### config.mk
export PLATFORM = sky130hd
export DESIGN_NAME = enhanced_cu
export DESIGN_NICKNAME = d
export VERILOG_FILES = /design/src/rtl/enhanced_pkg.sv /design/src/rtl/enhanced_cu_outdec.sv /design/src/rtl/enhanced_cu.sv
export SDC_FILE = /design/constraint.sdc
export NUM_CORES = 1
export LEC_CHECK = 0
export CAP_MARGIN = 20
export CORE_AREA = 5 5 42 44
export CTS_CLUSTER_DIAMETER = 200
export CTS_CLUSTER_SIZE = 28
export DETAILED_ROUTE_END_ITERATION = 7
export DIE_AREA = 0 0 47 49
export PLACE_DENSITY = 0.67
export SKIP_CTS_REPAIR_TIMING = 1
export SLEW_MARGIN = 20
export SYNTH_ARGS = -nofsm -noshare
export SYNTH_HDL_FRONTEND = slang
export SYNTH_SLANG_ARGS = --single-unit
### constraint.sdc
create_clock -name clock -period 1.95 [get_ports clock]
set_clock_uncertainty 0.2 [all_clocks]
set_input_delay 0.4875 -clock clock [delete_from_list [all_inputs] [get_ports clock]]
set_output_delay 0.4875 -clock clock [all_outputs]
set_load 0.01 [all_outputs]
### src/rtl/enhanced_pkg.sv
// Shared encodings for the enhanced control unit: opcodes, FSM states,
// accumulator-source selects and the decoded control word.
package enhanced_pkg;

    localparam int unsigned OPC_W    = 3;
    localparam int unsigned ST_ENC_W = 4;
    localparam int unsigned ASEL_W   = 2;

    typedef enum logic [OPC_W-1:0] {
        OP_LOAD  = 3'b000,
        OP_STORE = 3'b001,
        OP_ADD   = 3'b010,
        OP_SUB   = 3'b011,
        OP_IN    = 3'b100,
        OP_JZ    = 3'b101,
        OP_JPOS  = 3'b110,
        OP_HALT  = 3'b111
    } opcode_e;

    // Encodings 13..15 are unused and recover to S_START.
    typedef enum logic [ST_ENC_W-1:0] {
        S_START    = 4'd0,
        S_FETCH    = 4'd1,
        S_FETCH_IR = 4'd2,
        S_DECODE   = 4'd3,
        S_LOAD     = 4'd4,
        S_STORE    = 4'd5,
        S_ADD      = 4'd6,
        S_SUB      = 4'd7,
        S_IN_WAIT  = 4'd8,
        S_IN_REL   = 4'd9,
        S_JZ       = 4'd10,
        S_JPOS     = 4'd11,
        S_HALT     = 4'd12
    } state_e;

    localparam logic [ASEL_W-1:0] ASEL_ALU = 2'b00;
    localparam logic [ASEL_W-1:0] ASEL_IN  = 2'b01;
    localparam logic [ASEL_W-1:0] ASEL_MEM = 2'b10;

    typedef struct packed {
        logic              ir_load;
        logic              jmp_mux;
        logic              pc_load;
        logic              mem_inst;
        logic              mem_wr;
        logic              a_load;
        logic              sub;
        logic [ASEL_W-1:0] a_sel;
        logic              halt;
    } ctrl_t;

endpackage

### src/rtl/enhanced_cu_outdec.sv
// State-to-control-word decode; purely combinational, with the input strobe
// and accumulator flags qualifying the IN and jump states.
module enhanced_cu_outdec
    import enhanced_pkg::*;
(
    input  state_e state_i,
    input  logic   enter_i,
    input  logic   aeq0_i,
    input  logic   apos_i,
    output ctrl_t  ctrl_c_o
);

    always_comb begin
        ctrl_c_o = '0;
        case (state_i)
            S_FETCH_IR: begin
                ctrl_c_o.ir_load = 1'b1;
                ctrl_c_o.pc_load = 1'b1;
            end
            S_DECODE: ctrl_c_o.mem_inst = 1'b1;
            S_LOAD: begin
                ctrl_c_o.a_load = 1'b1;
                ctrl_c_o.a_sel  = ASEL_MEM;
            end
            S_STORE: begin
                ctrl_c_o.mem_inst = 1'b1;
                ctrl_c_o.mem_wr   = 1'b1;
            end
            S_ADD: begin
                ctrl_c_o.a_load = 1'b1;
                ctrl_c_o.a_sel  = ASEL_ALU;
            end
            S_SUB: begin
                ctrl_c_o.a_load = 1'b1;
                ctrl_c_o.a_sel  = ASEL_ALU;
                ctrl_c_o.sub    = 1'b1;
            end
            // Load happens in the same cycle the strobe is first seen.
            S_IN_WAIT: begin
                if (enter_i) begin
                    ctrl_c_o.a_load = 1'b1;
                    ctrl_c_o.a_sel  = ASEL_IN;
                end
            end
            S_JZ: begin
                ctrl_c_o.pc_load = aeq0_i;
                ctrl_c_o.jmp_mux = aeq0_i;
            end
            S_JPOS: begin
                ctrl_c_o.pc_load = apos_i;
                ctrl_c_o.jmp_mux = apos_i;
            end
            S_HALT: ctrl_c_o.halt = 1'b1;
            default: ;
        endcase
    end

endmodule

### src/rtl/enhanced_cu.sv
// Multi-cycle control unit: fetch / decode / execute sequencer driving the
// accumulator datapath control lines.
module enhanced_cu
    import enhanced_pkg::*;
#(
    parameter int unsigned OP_W = 3,
    parameter int unsigned ST_W = 4
) (
    input  logic            clock,
    input  logic            reset,
    input  logic [OP_W-1:0] ir,
    input  logic            Aeq0,
    input  logic            Apos,
    input  logic            enter,
    output logic            IRload,
    output logic            JMPmux,
    output logic            PCload,
    output logic            Meminst,
    output logic            MemWr,
    output logic            Aload,
    output logic            sub,
    output logic [1:0]      Asel,
    output logic            halt,
    output logic [ST_W-1:0] state
);

    state_e  state_q;
    state_e  state_d;
    opcode_e op;
    ctrl_t   ctrl_c;

    assign op = opcode_e'(OPC_W'(ir));

    always_ff @(posedge clock) begin
        if (!reset) begin
            state_q <= S_START;
        end else begin
            state_q <= state_d;
        end
    end

    // Next-state logic; unused encodings fall back to START.
    always_comb begin
        state_d = state_q;
        case (state_q)
            S_START:    state_d = S_FETCH;
            S_FETCH:    state_d = S_FETCH_IR;
            S_FETCH_IR: state_d = S_DECODE;
            S_DECODE: begin
                case (op)
                    OP_LOAD:  state_d = S_LOAD;
                    OP_STORE: state_d = S_STORE;
                    OP_ADD:   state_d = S_ADD;
                    OP_SUB:   state_d = S_SUB;
                    OP_IN:    state_d = S_IN_WAIT;
                    OP_JZ:    state_d = S_JZ;
                    OP_JPOS:  state_d = S_JPOS;
                    OP_HALT:  state_d = S_HALT;
                endcase
            end
            S_LOAD, S_STORE, S_ADD, S_SUB, S_JZ, S_JPOS: state_d = S_FETCH;
            S_IN_WAIT: begin
                if (enter) state_d = S_IN_REL;
            end
            // Wait for release so one press loads exactly once.
            S_IN_REL: begin
                if (!enter) state_d = S_FETCH;
            end
            S_HALT:     state_d = S_HALT;
            default:    state_d = S_START;
        endcase
    end

    enhanced_cu_outdec u_outdec (
        .state_i  (state_q),
        .enter_i  (enter),
        .aeq0_i   (Aeq0),
        .apos_i   (Apos),
        .ctrl_c_o (ctrl_c)
    );

    assign IRload  = ctrl_c.ir_load;
    assign JMPmux  = ctrl_c.jmp_mux;
    assign PCload  = ctrl_c.pc_load;
    assign Meminst = ctrl_c.mem_inst;
    assign MemWr   = ctrl_c.mem_wr;
    assign Aload   = ctrl_c.a_load;
    assign sub     = ctrl_c.sub;
    assign Asel    = ctrl_c.a_sel;
    assign halt    = ctrl_c.halt;
    assign state   = ST_W'(state_q);

endmodule

==> impl_results.html, run 1 <==
<table>
<tr><th>Metric</th><th>Value</th></tr>
<tr><th colspan="2">Die</th></tr>
<tr><td>Effective utilization at floorplan</td><td>0.304</td></tr>
<tr><td>Die outline height</td><td>slightly below 50 microns</td></tr>
<tr><td>Area of the placeable core</td><td>about 0.0014 sq mm</td></tr>
<tr><td>Die Area</td><td>0.00230 sq mm</td></tr>
<tr><td>Die boundary width</td><td>47 microns</td></tr>
<tr><td>I/O Pins</td><td>22</td></tr>
<tr><td>FP Rows</td><td>14</td></tr>
<tr><th colspan="2">Global route</th></tr>
<tr><td>Met3 layer usage reported by global route</td><td>0.0664</td></tr>
<tr><td>Vias in the first global route</td><td>470</td></tr>
<tr><td>Global-route wire length before repair</td><td>approximately 1900 microns</td></tr>
<tr><td>GR Layer Usage met2</td><td>0.170</td></tr>
<tr><td>Total routing resource utilization after global routing</td><td>0.115</td></tr>
<tr><td>Initial antenna violation count</td><td>0</td></tr>
<tr><td>Sum of overflow across all layers after global routing</td><td>0</td></tr>
<tr><td>Most congested layer reported by global routing</td><td>met2</td></tr>
<tr><td>Maximum number of pins on one net before global-route repair</td><td>9</td></tr>
<tr><td>Global-route track usage on met1</td><td>0.142</td></tr>
<tr><th colspan="2">Routing</th></tr>
<tr><td>Post-route DRC violation count</td><td>0</td></tr>
<tr><td>Pre-Repair DR Iteration Count</td><td>4</td></tr>
<tr><td>Detailed router's first-iteration violation count</td><td>4</td></tr>
<tr><td>Detailed-route via count</td><td>520</td></tr>
<tr><td>Routed wirelength normalized by instance count</td><td>~12 microns</td></tr>
<tr><td>Routed Antenna Nets</td><td>0</td></tr>
<tr><td>Total routed wirelength</td><td>roughly 1300 microns</td></tr>
<tr><td>Mean number of vias per cell</td><td>about 4.7</td></tr>
<tr><th colspan="2">Cells and area</th></tr>
<tr><td>Filler cell count in the final layout</td><td>139</td></tr>
<tr><td>Inserted Diodes</td><td>0</td></tr>
<tr><td>Reg area</td><td>between 90 and 100 sq um</td></tr>
<tr><td>Final nets</td><td>106</td></tr>
<tr><td>Synth-to-layout area growth</td><td>97.6%</td></tr>
<tr><td>Flip-flop count of the largest register after layout</td><td>4</td></tr>
<tr><td>Area used by multi-input combinational logic</td><td>between 300 and 400 sq um</td></tr>
<tr><td>Share of layout cells above drive strength 1</td><td>0.468</td></tr>
<tr><td>Count of placed standard cells in the final layout, fillers left out</td><td>110</td></tr>
<tr><th colspan="2">Timing</th></tr>
<tr><td>Unrepaired setup endpoints after global routing</td><td>yes</td></tr>
<tr><td>Worst hold slack</td><td>0.447 ns</td></tr>
<tr><td>Final number of max-transition violations</td><td>0</td></tr>
<tr><td>Worst Max-Slew Pin Slew</td><td>roughly 0.16 ns</td></tr>
<tr><td>Final min period</td><td>slightly below 2 ns</td></tr>
<tr><td>Max_slew headroom</td><td>0.887</td></tr>
<tr><td>Highest clock rate</td><td>a little over 500 MHz</td></tr>
<tr><td>Final Hold Viols</td><td>0</td></tr>
<tr><td>Setup WS post-layout</td><td>0.0176 ns</td></tr>
<tr><td>Portion of the clock cycle consumed by the worst path in the final layout</td><td>0.991</td></tr>
<tr><td>Final-report setup violation count</td><td>0</td></tr>
<tr><th colspan="2">Worst setup path</th></tr>
<tr><td>CP startpoint kind</td><td>register</td></tr>
<tr><td>Critical R2R Capture</td><td>state[0]$_SDFFE_PN0P_</td></tr>
<tr><td>Critical Path RT</td><td>1.26 ns</td></tr>
<tr><td>Crit path kind</td><td>reg2out</td></tr>
<tr><td>Depth of the worst register-to-register path</td><td>6</td></tr>
<tr><td>Arrival time at the worst endpoint</td><td>1.24 ns</td></tr>
<tr><td>Source of the worst register-to-register timing path</td><td>state[3]$_SDFFE_PN0P_</td></tr>
<tr><td>Critical Path End Type</td><td>output port</td></tr>
<tr><td>Crit-path max FO</td><td>5</td></tr>
<tr><td>Worst reg2reg setup slack</td><td>0.47 ns</td></tr>
<tr><th colspan="2">Place</th></tr>
<tr><td>Post-Place Cells</td><td>107</td></tr>
<tr><td>Final weighted congestion of routability-driven global placement</td><td>0.761</td></tr>
<tr><td>I/O Buffers</td><td>21</td></tr>
<tr><td>Worst slack at placement</td><td>-0.620 ns</td></tr>
<tr><td>Half-perimeter wire length after detailed placement</td><td>988 microns</td></tr>
<tr><th colspan="2">Pwr</th></tr>
<tr><td>Total design power</td><td>approximately 0.00035 W</td></tr>
<tr><td>Total leakage power</td><td>0.522 nW</td></tr>
<tr><td>Power density over the cells</td><td>approximately 420 mW/mm^2</td></tr>
<tr><td>Maximum ir drop on the vdd rail</td><td>351 uV</td></tr>
<tr><th colspan="2">Hold path</th></tr>
<tr><td>Kind of path behind the tightest hold check</td><td>reg2reg</td></tr>
<tr><td>Hold Crit Depth</td><td>3</td></tr>
<tr><td>Worst Hold Launch</td><td>state[3]$_SDFFE_PN0P_</td></tr>
<tr><td>Hold Path End</td><td>state[0]$_SDFFE_PN0P_</td></tr>
<tr><th colspan="2">Synth</th></tr>
<tr><td>Flip-flop and latch count after synthesis</td><td>4</td></tr>
<tr><td>Most used DFF post-synth</td><td>dfxtp_1</td></tr>
<tr><td>Number of enable flip-flop cells after synthesis</td><td>0</td></tr>
<tr><td>Per-instance average area after synthesis</td><td>7.73 sq um</td></tr>
<tr><td>Largest cells by area after synthesis</td><td>dfxtp_1, nand2b_4, nor2_1, ha_1, a31oi_4</td></tr>
<tr><td>Post-synthesis cell area</td><td>425 sq um</td></tr>
<tr><td>Number of instances in the synthesized netlist</td><td>55</td></tr>
<tr><td>Biggest area consumer among synthesized cells</td><td>dfxtp_1</td></tr>
<tr><td>Most frequent cell after synthesis</td><td>nor2_1</td></tr>
<tr><td>Top cells by instance count after synthesis</td><td>nor2_1, nand2_1, dfxtp_1</td></tr>
<tr><td>Syn Nets</td><td>65</td></tr>
<tr><td>Async set or reset register ratio after synthesis</td><td>0</td></tr>
<tr><td>Number of library cell types mapped by synthesis</td><td>28</td></tr>
<tr><td>Fraction of post-synthesis cell area in the top cell type by area</td><td>0.188</td></tr>
<tr><td>Seq/Total Area, Yosys</td><td>0.188</td></tr>
<tr><td>Synth warn</td><td>0</td></tr>
<tr><th colspan="2">Clock network</th></tr>
<tr><td>Clock input transition at the sequential cells of the worst setup and hold paths</td><td>0.04 ns</td></tr>
<tr><td>Clk sinks</td><td>4</td></tr>
<tr><td>Library cell used as clock root buffer</td><td>clkbuf_4</td></tr>
<tr><td>TritonCTS clock tree</td><td>done</td></tr>
<tr><td>Clk buf depth</td><td>2</td></tr>
<tr><td>Insertion delay to the later sink of the worst-skew pair</td><td>0.24 ns</td></tr>
<tr><td>Number of buffers added by the clock tree synthesis step</td><td>3</td></tr>
<tr><td>Clock H-tree levels</td><td>1</td></tr>
<tr><th colspan="2">Run status</th></tr>
<tr><td>Status</td><td>finished, final reports clean</td></tr>
<tr><th colspan="2">Run</th></tr>
<tr><td>Max-cap violations</td><td>0</td></tr>
</table>
## area by class of cell
| class | count | area share |
|---|---|---|
| Inverter | 4 | 0.0179 |
| Sequential cell | 4 | 0.110 |
| Timing Repair Buffer | 39 | 0.423 |
| Tap cell | 16 | 0.0238 |
| Multi-Input combinational cell | 44 | 0.399 |
| Clock buffer | 3 | 0.0268 |
## layout by cell type, fill, tap and decap left out
cell             count
buf_4               18
dlymetal6s2s_1      12
nor2_1               5
clkdlybuf4s50_1      5
nand2_1              4
buf_2                4
nor3_2               3
inv_1                3
a21oi_1              3
clkbuf_4             3
dfxtp_4              3
nand2b_4             2
nor3_1               2
o22ai_1              2
o21ai_0              2
ha_1                 2
inv_2                1
mux2i_2              1
or2_1                1
nand2_2              1
nor2_4               1
nand3_2              1
a21boi_1             1
nor2_2               1
nor2b_2              1
o21ai_2              1
a31oi_4              1
nand2b_1             1
and2_1               1
nor3b_2              1
nand3_1              1
o2111a_1             1
a32oi_1              1
nor2b_1              1
mux2i_1              1
o21ai_1              1
dfxtp_2              1
## power breakdown
part	internal [W]	switching [W]	total, W
logic	0.0000823	0.0000655	0.000148
registers	0.0000883	0.0000113	0.0000996
clock network	0.0000689	0.0000351	0.000104
## layer usage
layer  wire (microns)  part of all wire  vias up
met1              541              0.42      231
li1                 -                 -      269
met2              597              0.46       20
met4                0                 0        0
met5                0                 0        -
met3              150              0.12        0
## how the worst max path moves through the flow
stage          cells past startpoint     end                   from  slack, ns
2_1_floorplan                      4  PCload  state[2]$_SDFFE_PN0P_       0.11
3_3_place_gp                       5   Aload                  enter      -0.61
3_5_place_dp                       5   Aload                  enter      -0.62
4_1_cts                            5   Aload                  enter      -0.63
5_1_grt                            4  PCload  state[0]$_SDFFE_PN0P_      -0.04
6_report                           4  PCload  state[0]$_SDFFE_PN0P_       0.02
## per-stage QoR
step / TNS (ns) / utilization / cell area, sq um
after floorplan: 0 / - / 425
after global placement: -2.67 / 0.549 / 769
after detailed placement: -2.76 / 0.549 / 769
after CTS: -4.69 / 0.565 / 792
after global routing: -0.0629 / 0.600 / 841
final: 0 / 0.600 / 841
## critical path, stage by stage (launching register included)
cell and delay, ns:
dfxtp_4 0.36, mux2i_2 0.22, nor3_2 0.07, or2_1 0.21, buf_2 0.14
## cell families (layout without fill, tap and decap cells)
kind of cell,count (synthesis),count (layout),synth area share
AOI/OAI and AO/OA,13,13,0.235
adders and majority gates,2,2,0.0588
buffers and inverters,7,46,0.0853
DFF,4,4,0.188
muxes,2,2,0.0471
and+or+nand+nor,27,27,0.385
Note: power is estimated with default switching activity, not from simulation.
==> run 2, diff against run 1 <==
GPL_ROUTABILITY_DRIVEN = 1   (was not set)
PLACE_DENSITY = not set   (was 0.67)
PLACE_DENSITY_LB_ADDON = 0.12   (was not set)
==> run 2 against run 1 <==
Worst hold slack lost 0.021 ns. Setup slack gained 0.0080 ns. Die area is the same. Largest cell class is now multi-input combinational cells. Largest power group unchanged.
==> impl_results.html, run 2 (synthesis results as in run 1) <==
<table>
<tr><th>Metric</th><th>Value</th></tr>
<tr><th colspan="2">Run status</th></tr>
<tr><td>Status</td><td>finished, final reports clean</td></tr>
<tr><th colspan="2">Global route</th></tr>
<tr><td>Global-route wire length before repair</td><td>1890 microns (-1.8%)</td></tr>
<tr><td>Maximum number of pins on one net before global-route repair</td><td>9 (unchanged)</td></tr>
<tr><td>Sum of overflow across all layers after global routing</td><td>0 (unchanged)</td></tr>
<tr><td>Vias in the first global route</td><td>461 (-1.9%)</td></tr>
<tr><td>Initial antenna violation count</td><td>0 (unchanged)</td></tr>
<tr><td>Total routing resource utilization after global routing</td><td>0.110 (-0.00492)</td></tr>
<tr><th colspan="2">Worst setup path</th></tr>
<tr><td>Crit-path max FO</td><td>4 (-1)</td></tr>
<tr><td>Critical Path RT</td><td>1.26 ns (about the same)</td></tr>
<tr><td>Crit path kind</td><td>reg2out</td></tr>
<tr><td>Arrival time at the worst endpoint</td><td>1.24 ns (about the same)</td></tr>
<tr><td>Critical Path End Type</td><td>output port</td></tr>
<tr><td>CP startpoint kind</td><td>register</td></tr>
<tr><th colspan="2">Cells and area</th></tr>
<tr><td>Inserted Diodes</td><td>0 (unchanged)</td></tr>
<tr><td>Most frequent cells in the layout</td><td>buf_4, dlymetal6s2s_1, nor2_1, nor3_2, clkdlybuf4s50_1</td></tr>
<tr><td>Filler cell count in the final layout</td><td>147 (+5.8%)</td></tr>
<tr><td>Area used by multi-input combinational logic</td><td>347 sq um (+3.4%)</td></tr>
<tr><td>Commonest non-fill, non-tap cell in the layout</td><td>buf_4</td></tr>
<tr><td>Share of layout cells above drive strength 1</td><td>0.511 (+0.0426)</td></tr>
<tr><td>Reg area</td><td>92.6 sq um (unchanged)</td></tr>
<tr><td>Synth-to-layout area growth</td><td>96.8%</td></tr>
<tr><td>Flip-flop count of the largest register after layout</td><td>4 (unchanged)</td></tr>
<tr><td>Final nets</td><td>106 (unchanged)</td></tr>
<tr><th colspan="2">Pwr</th></tr>
<tr><td>Sw Ratio</td><td>0.319 (+0.000985)</td></tr>
<tr><td>Net switching power figure</td><td>0.000113 W (+0.56%)</td></tr>
<tr><td>Internal Dissipation</td><td>0.000240 W (+0.10%)</td></tr>
<tr><td>Power density over the cells</td><td>421 mW/mm^2 (+0.70%)</td></tr>
<tr><td>Proportion of power drawn by flip-flops and latches</td><td>0.282 (about the same)</td></tr>
<tr><td>Maximum ir drop on the vdd rail</td><td>335 uV (-4.6%)</td></tr>
<tr><td>Total design power</td><td>0.000352 W (+0.25%)</td></tr>
<tr><td>Gate power share</td><td>0.427 (+0.006)</td></tr>
<tr><td>Share of total power in the clock network</td><td>0.290 (-0.006)</td></tr>
<tr><td>Total leakage power</td><td>0.483 nW (-7.4%)</td></tr>
<tr><th colspan="2">Timing</th></tr>
<tr><td>Total negative setup slack</td><td>0 ns (unchanged)</td></tr>
<tr><td>Final Hold Viols</td><td>0 (unchanged)</td></tr>
<tr><td>Unrepaired setup endpoints after global routing</td><td>yes</td></tr>
<tr><td>Max_slew headroom</td><td>0.874 (-0.0130)</td></tr>
<tr><td>Portion of the clock cycle consumed by the worst path in the final layout</td><td>0.987 (-0.00408)</td></tr>
<tr><td>Highest clock rate</td><td>520 MHz (+0.41%)</td></tr>
<tr><td>Final min period</td><td>1.92 ns (-0.00796 ns)</td></tr>
<tr><td>Final number of max-transition violations</td><td>0 (unchanged)</td></tr>
<tr><td>Worst Max-Slew Pin Slew</td><td>0.184 ns (+0.0189 ns)</td></tr>
<tr><td>Final-report setup violation count</td><td>0 (unchanged)</td></tr>
<tr><td>Worst hold slack</td><td>0.425 ns (-0.0215 ns)</td></tr>
<tr><th colspan="2">Place</th></tr>
<tr><td>Final weighted congestion of routability-driven global placement</td><td>0.729 (-4.2%)</td></tr>
<tr><td>I/O Buffers</td><td>21 (unchanged)</td></tr>
<tr><td>Half-perimeter wire length after detailed placement</td><td>1050 microns (+6.0%)</td></tr>
<tr><th colspan="2">Clock network</th></tr>
<tr><td>Clock H-tree levels</td><td>1 (unchanged)</td></tr>
<tr><td>Insertion delay to the later sink of the worst-skew pair</td><td>0.24 ns (about the same)</td></tr>
<tr><td>TritonCTS clock tree</td><td>done</td></tr>
<tr><td>Clk sinks</td><td>4 (unchanged)</td></tr>
<tr><td>Number of buffers added by the clock tree synthesis step</td><td>3 (unchanged)</td></tr>
<tr><td>Clock input transition at the sequential cells of the worst setup and hold paths</td><td>0.04 ns (about the same)</td></tr>
<tr><td>Clk buf depth</td><td>2 (unchanged)</td></tr>
<tr><td>Library cell used as clock root buffer</td><td>clkbuf_4</td></tr>
<tr><th colspan="2">Die</th></tr>
<tr><td>Die boundary width</td><td>47 microns (unchanged)</td></tr>
<tr><td>Area of the placeable core</td><td>0.00140 sq mm (unchanged)</td></tr>
<tr><td>I/O Pins</td><td>22 (unchanged)</td></tr>
<tr><td>Effective utilization at floorplan</td><td>0.304 (unchanged)</td></tr>
<tr><td>Die outline height</td><td>49 microns (unchanged)</td></tr>
<tr><td>FP Rows</td><td>14 (unchanged)</td></tr>
<tr><td>Die Area</td><td>0.00230 sq mm (unchanged)</td></tr>
<tr><th colspan="2">Routing</th></tr>
<tr><td>Post-route DRC violation count</td><td>0 (unchanged)</td></tr>
<tr><td>Detailed-route via count</td><td>531 (+2.1%)</td></tr>
<tr><td>Routed Antenna Nets</td><td>0 (unchanged)</td></tr>
<tr><td>Detailed router's first-iteration violation count</td><td>5 (+1)</td></tr>
<tr><td>Routed wirelength normalized by instance count</td><td>11.6 microns (-0.70%)</td></tr>
<tr><td>Pre-Repair DR Iteration Count</td><td>3 (-1)</td></tr>
<tr><td>Mean number of vias per cell</td><td>4.83 (+2.1%)</td></tr>
<tr><td>Total routed wirelength</td><td>1280 microns (-0.70%)</td></tr>
<tr><th colspan="2">Hold path</th></tr>
<tr><td>Kind of path behind the tightest hold check</td><td>reg2reg</td></tr>
<tr><th colspan="2">Run</th></tr>
<tr><td>Max-cap violations</td><td>0 (unchanged)</td></tr>
</table>
## run 2: cell count changes in the layout (fill, tap and decap cells not counted), sizes merged
cell          delta
clkbuf           +4
buf              -2
dlymetal6s2s     -2
## run 2: per-layer routing
metal	global-route usage	vias up	share of wire
li1	-	270	-
met1	0.138	242	0.43
met2	0.179	19	0.48
met3	0.0554	0	0.091
met4	0	0	0
met5	0	-	0
## run 2: final timing paths
| path | startpoint | to | slack (ns) | cells past startpoint |
|---|---|---|---|---|
| worst max-delay path | state[0]$_SDFFE_PN0P_ | PCload | 0.03 | 4 |
| worst min-delay path | state[3]$_SDFFE_PN0P_ | state[0]$_SDFFE_PN0P_ | 0.43 | 3 |
| worst max register to register | state[3]$_SDFFE_PN0P_ | state[2]$_SDFFE_PN0P_ | 0.52 | 6 |
| worst min register to register | state[3]$_SDFFE_PN0P_ | state[0]$_SDFFE_PN0P_ | 0.43 | 3 |
## run 2: through the flow
step,util,instance area (sq um),worst slack [ns],instances
after floorplan,-,425,0.106,55
after global placement,0.549,769,-0.649,107
after detailed placement,0.549,769,-0.718,107
after CTS,0.565,792,-0.719,110
after global routing,0.597,837,-0.0661,110
final,0.597,837,0.0256,110
## run 2: worst max-delay path: stages, from the launching register on
cell and delay [ns]:
dfxtp_4 0.36, mux2i_2 0.22, nor3_2 0.06, or2_1 0.21, buf_2 0.14
## run 2: area by class of cell
| type | count | area share |
|---|---|---|
| inverter | 4 | 0.0179 |
| clock buffer | 3 | 0.0269 |
| sequential | 4 | 0.111 |
| multi-input combinational | 44 | 0.414 |
| timing repair buffer | 39 | 0.407 |
| tap | 16 | 0.0239 |
## run 2: power by group through the flow
stage / combinational, W / clock, W / sequential [W]
2_1_floorplan: 0.0000639 / 0 / 0.000103
3_3_place_gp: 0.000151 / 0 / 0.0000985
3_5_place_dp: 0.000152 / 0 / 0.0000983
4_1_cts: 0.000152 / 0.000108 / 0.0000972
5_1_grt: 0.000165 / 0.000116 / 0.000101
6_report: 0.000151 / 0.000102 / 0.0000995
